## src/rtl/spram_req_ctrl.sv

```systemverilog
// spram_req_ctrl: valid/ready request front-end for spram with init sweep and 3-entry response buffer
module spram_req_ctrl #(
  parameter int DATA_WIDTH = 8,
  parameter int DATA_DEPTH = 256,
  parameter bit INIT_EN = 1'b1,
  parameter logic [DATA_WIDTH-1:0] INIT_VALUE = '0,
  localparam int AW = $clog2(DATA_DEPTH)
) (
  input  logic                  clk,
  input  logic                  rst,
  input  logic                  req_valid,
  output logic                  req_ready,
  input  logic                  req_wr,
  input  logic [AW-1:0]         req_addr,
  input  logic [DATA_WIDTH-1:0] req_wdata,
  output logic                  rsp_valid,
  input  logic                  rsp_ready,
  output logic [DATA_WIDTH-1:0] rsp_data,
  output logic                  init_done,
  output logic                  ram_en,
  output logic                  ram_wr_en,
  output logic [AW-1:0]         ram_addr,
  output logic [DATA_WIDTH-1:0] ram_wr_data,
  input  logic [DATA_WIDTH-1:0] ram_rd_data
);
  typedef enum logic {INIT, RUN} state_t;
  localparam logic [AW-1:0] LAST = AW'(DATA_DEPTH - 1);
  state_t state;
  logic [AW-1:0] cnt;
  logic inflight, accept, pop, init;
  logic [1:0] occ, rd_ptr, wr_ptr;
  logic [DATA_WIDTH-1:0] fifo [3];
  always_comb begin
    init = !rst && state == INIT;
    req_ready = !rst && state == RUN && ({1'b0, occ} + {2'b0, inflight} < 3'd3);
    accept = req_valid && req_ready;
    init_done = !rst && state == RUN;
    rsp_valid = !rst && occ != 2'd0;
    rsp_data = rsp_valid ? fifo[rd_ptr] : '0;
    pop = rsp_valid && rsp_ready;
    ram_en = init || accept;
    ram_wr_en = init || (accept && req_wr);
    ram_addr = init ? cnt : accept ? req_addr : '0;
    ram_wr_data = init ? INIT_VALUE : accept ? req_wdata : '0;
  end
  always_ff @(posedge clk) begin
    if (rst) begin
      state <= INIT_EN ? INIT : RUN;
      cnt <= '0;
      inflight <= 1'b0;
      occ <= 2'd0;
      rd_ptr <= 2'd0;
      wr_ptr <= 2'd0;
    end else begin
      if (state == INIT) begin
        cnt <= cnt == LAST ? cnt : cnt + 1'b1;
        state <= cnt == LAST ? RUN : INIT;
      end
      inflight <= accept && !req_wr;
      if (inflight) wr_ptr <= wr_ptr == 2'd2 ? 2'd0 : wr_ptr + 2'd1;
      if (pop) rd_ptr <= rd_ptr == 2'd2 ? 2'd0 : rd_ptr + 2'd1;
      occ <= occ + 2'(inflight) - 2'(pop);
    end
  end
  // rd_data is only stable the cycle after the read edge, so capture it unconditionally there
  always_ff @(posedge clk) begin
    if (inflight) fifo[wr_ptr] <= ram_rd_data;
  end
endmodule

```

## config.mk

```make
export PLATFORM = sky130hd
export DESIGN_NAME = spram_req_ctrl
export DESIGN_NICKNAME = d
export VERILOG_FILES = /design/src/rtl/spram_req_ctrl.sv
export SDC_FILE = /design/constraint.sdc
export NUM_CORES = 1
export LEC_CHECK = 0
export ABC_AREA = 1
export BUFFER_PORTS_ARGS = -buffer_cell sky130_fd_sc_hd__buf_2
export CAP_MARGIN = 20
export CORE_AREA = 5 5 70 65
export DETAILED_ROUTE_END_ITERATION = 7
export DIE_AREA = 0 0 75 70
export HOLD_SLACK_MARGIN = 0.02
export PLACE_DENSITY = 0.93
export SLEW_MARGIN = 30
export SYNTH_ARGS = -nofsm -noshare
export SYNTH_HDL_FRONTEND = slang
export SYNTH_SLANG_ARGS = --single-unit
```

## constraint.sdc

```tcl
create_clock -name clk -period 2.57 [get_ports clk]
set_input_delay 0.3855 -clock clk [delete_from_list [all_inputs] [get_ports clk]]
set_output_delay 0.3855 -clock clk [all_outputs]
set_load 0.01 [all_outputs]
```

==> out/results.ini <==
[worst_setup_path]
worstRegToRegCells=8
crit_end=ram_wr_data[6]
path_cells=ha_1 -> ha_1 -> nand2_1 -> nand2_4 -> nor2_4 -> nand2_2 -> nor2_1 -> buf_2
end_kind=output port
crit_fanout=11
critical-path-top-delay-family=simple AND/OR/NAND/NOR gates
start_kind=register
critPathMaxStageDelay_ns=0.34
critPathSlowestCell=dfxtp_1
r2r_setup_slack_ns=0.91
crit_top_cell=ha_1
startpoint=inflight
cp_num_buf_inv=1
arrival_ns=1.90
timing.rr.start=occ[1]
crit_cells=8
crit_type=register to output port
r2r-end=occ[1]
crit_required_ns=2.18

[logic_synthesis]
seq_area_frac_synth_pct=55.00
synth_cells=224
yosys.area.top_type_share_pct=36.66
synth_commonest_cells=nand2_1 (46), inv_1 (31), nor2_1 (26)
synth_edf_count=24
yosysMostFrequentCell=nand2_1
async_reset_ff_share_pct=0
synth_largest_area_cell=edfxtp_1
yosys_warnings=0
synth-main-ff-cell=edfxtp_1
syn-num-nets=258
syn_area_um2=1966
ys_seq_elements=42
syn_avg_cell_area_um2=8.775
synth_cell_type_count=22
synth.area.top_cells=edfxtp_1 (37%), dfxtp_1 (18%), nand2_1 (8.8%)

[power]
p_leak_uw=0.001090
clockPowerShare_pct=34.9
internal_power_uw=929.9
irDropWorstVdd_mv=0.4065
p_sw_uw=262.5
switching_share_pct=22.01
p_seq_share_pct=60.1
powerDensity_nw_per_um2=505.1
p_comb_share_pct=5.0

[global_route]
antenna_found_initial=0
grt_pass1_vias=1540
grt.overflow.total=0
grt_start_max_net_pins=17
grt_pass1_wl_um=6768
grt_usage_pct=16.60

[drt]
via_per_inst=5.003
ant_nets=0
wl_um=4055
drc=0
wl_per_cell_um=12.25
dr.pass1.iters=4
drt_iter0_drc=113
route.vias.total=1656

[floorplanning]
dieHeight_um=70
num_io_pins=58
rows=21
die_area_um2=5250
initial_core_util_pct=53.06
core_um2=3705
dieWidth_um=75

[place]
dp_hpwl_um=3106
port_buffers=57
place_inst=323
place_congestion=0.8638

[clock_network]
clockRootBuffer=clkbuf_8
clk_pin_slew_worst_paths_ns=0.08
post_cts_buffers=0
cts_resized=0
clock_latency_ns=0.29
cts-hold-fix-buffers=0
cts.sinks=42
numCtsBuffers=5
htreeDepth=2
cts_buffer_depth=2
cts_tree=done

[finish]
final_util_pct=63.73
syn2layout_area_growth_pct=20.11
regArea_um2=1081
antennaDiodeCount=0
final_net_count=318
multi_input_area_um2=700.7
fill_cells=301
stdcell_count=331
drive_gt1_share_pct=25.96

[sta]
hold_violations=0
min_period_over_period_pct=89.06
fin_tns_setup_ns=0
relSlewSlack_pct=71.19
skew_ns=0.006323
rsz0062_at_grt=no
fmax_ghz=0.4369
worstMarginPinSlew_ns=0.4316
period_needed_ns=2.289
maxSlewViolCount=0
finalSetupViolCount=0
whs_ns=0.2659

[run]
cap_violations=0

[hold_path]
hold_class=input port to register
min_path_cells=2

[run_status]
status=complete, no violations

-- worst min-delay path by stage --
stage,start,end,slack (ns)
finish,req_wr,inflight,0.27
global route,req_wr,inflight,0.27
CTS,req_wr,inflight,0.26
detailed placement,wr_ptr[1],wr_ptr[1],0.49
global placement,wr_ptr[1],wr_ptr[1],0.47
floorplan,occ[1],occ[1],0.46
-- placed cells by master (no fill, tap or decap), drive strengths merged, types with 8 or more instances in the layout --
| cell | count |
|---|---|
| o21ai | 18 |
| nor2 | 28 |
| buf | 59 |
| a31oi | 8 |
| nand2 | 49 |
| edfxtp | 24 |
| dfxtp | 18 |
| a21oi | 10 |
| nand3 | 17 |
| inv | 32 |
-- through the flow --
step / power, µW / cell area [µm²] / worst slack [ns]
6_report: 1192 / 2361 / 0.2812
3_5_place_dp: 791.5 / 2271 / 0.6076
5_1_grt: 1246 / 2361 / 0.1505
3_3_place_gp: 789.6 / 2271 / 0.6678
2_1_floorplan: 762.0 / 1966 / 0.8481
4_1_cts: 1200 / 2361 / 0.2827
-- cell type report --
| cell class | count | share of cell area (%) |
|---|---|---|
| multi-input cells | 143 | 29.68 |
| repair buffers | 59 | 12.72 |
| inverters | 33 | 5.564 |
| well taps | 46 | 2.438 |
| clock inverters | 3 | 0.9009 |
| flip-flops and latches | 42 | 45.79 |
| clock buffers | 5 | 2.915 |
-- worst reg2reg max path: stages, from the launching register on --
cell and delay [ns]:
dfxtp_1 0.37, nor2_1 0.09, nor3_1 0.30, ha_1 0.29, inv_1 0.05, ha_1 0.15, xnor2_1 0.14, o21ai_0 0.10
a21oi_1 0.11
-- kinds of logic (layout without fill, tap and decap cells) --
group                      after synthesis  in the layout  synth area share (%)
and+or+nand+nor                        101            101                 22.34
AOI/OAI and AO/OA                       36             36                 9.675
buffers and inverters                   39            100                 9.357
adders and majority gates                5              5                 3.183
xor gates and xnor gates                 1              1                0.4457
DFF                                     42             42                 55.00
-- power by group through the flow --
stage / Combinational, µW / Clock [µW] / Sequential (µW)
floorplan: 30.4 / 0 / 732
global placement: 57.6 / 0 / 732
detailed placement: 59.3 / 0 / 732
CTS: 59.6 / 424 / 717
global route: 67.4 / 461 / 717
finish: 59.3 / 416 / 717
-- sequential cells by signal (all words and copies together), names as in the netlist, named ones only --
name	count
cnt	8
fifo	24
wr_ptr	2
occ	2
state	1
inflight	1
rd_ptr	2
-- layer usage --
layer | up-vias | GRT usage [%] | share of wire (%)
li1 | 860 | - | -
met3 | 12 | 3.443 | 4.3
met1 | 748 | 19.73 | 41
met5 | - | 0 | 0
met2 | 36 | 27.66 | 52
met4 | 0 | 8.300 | 2.6
(Power assumes the default switching activity.)
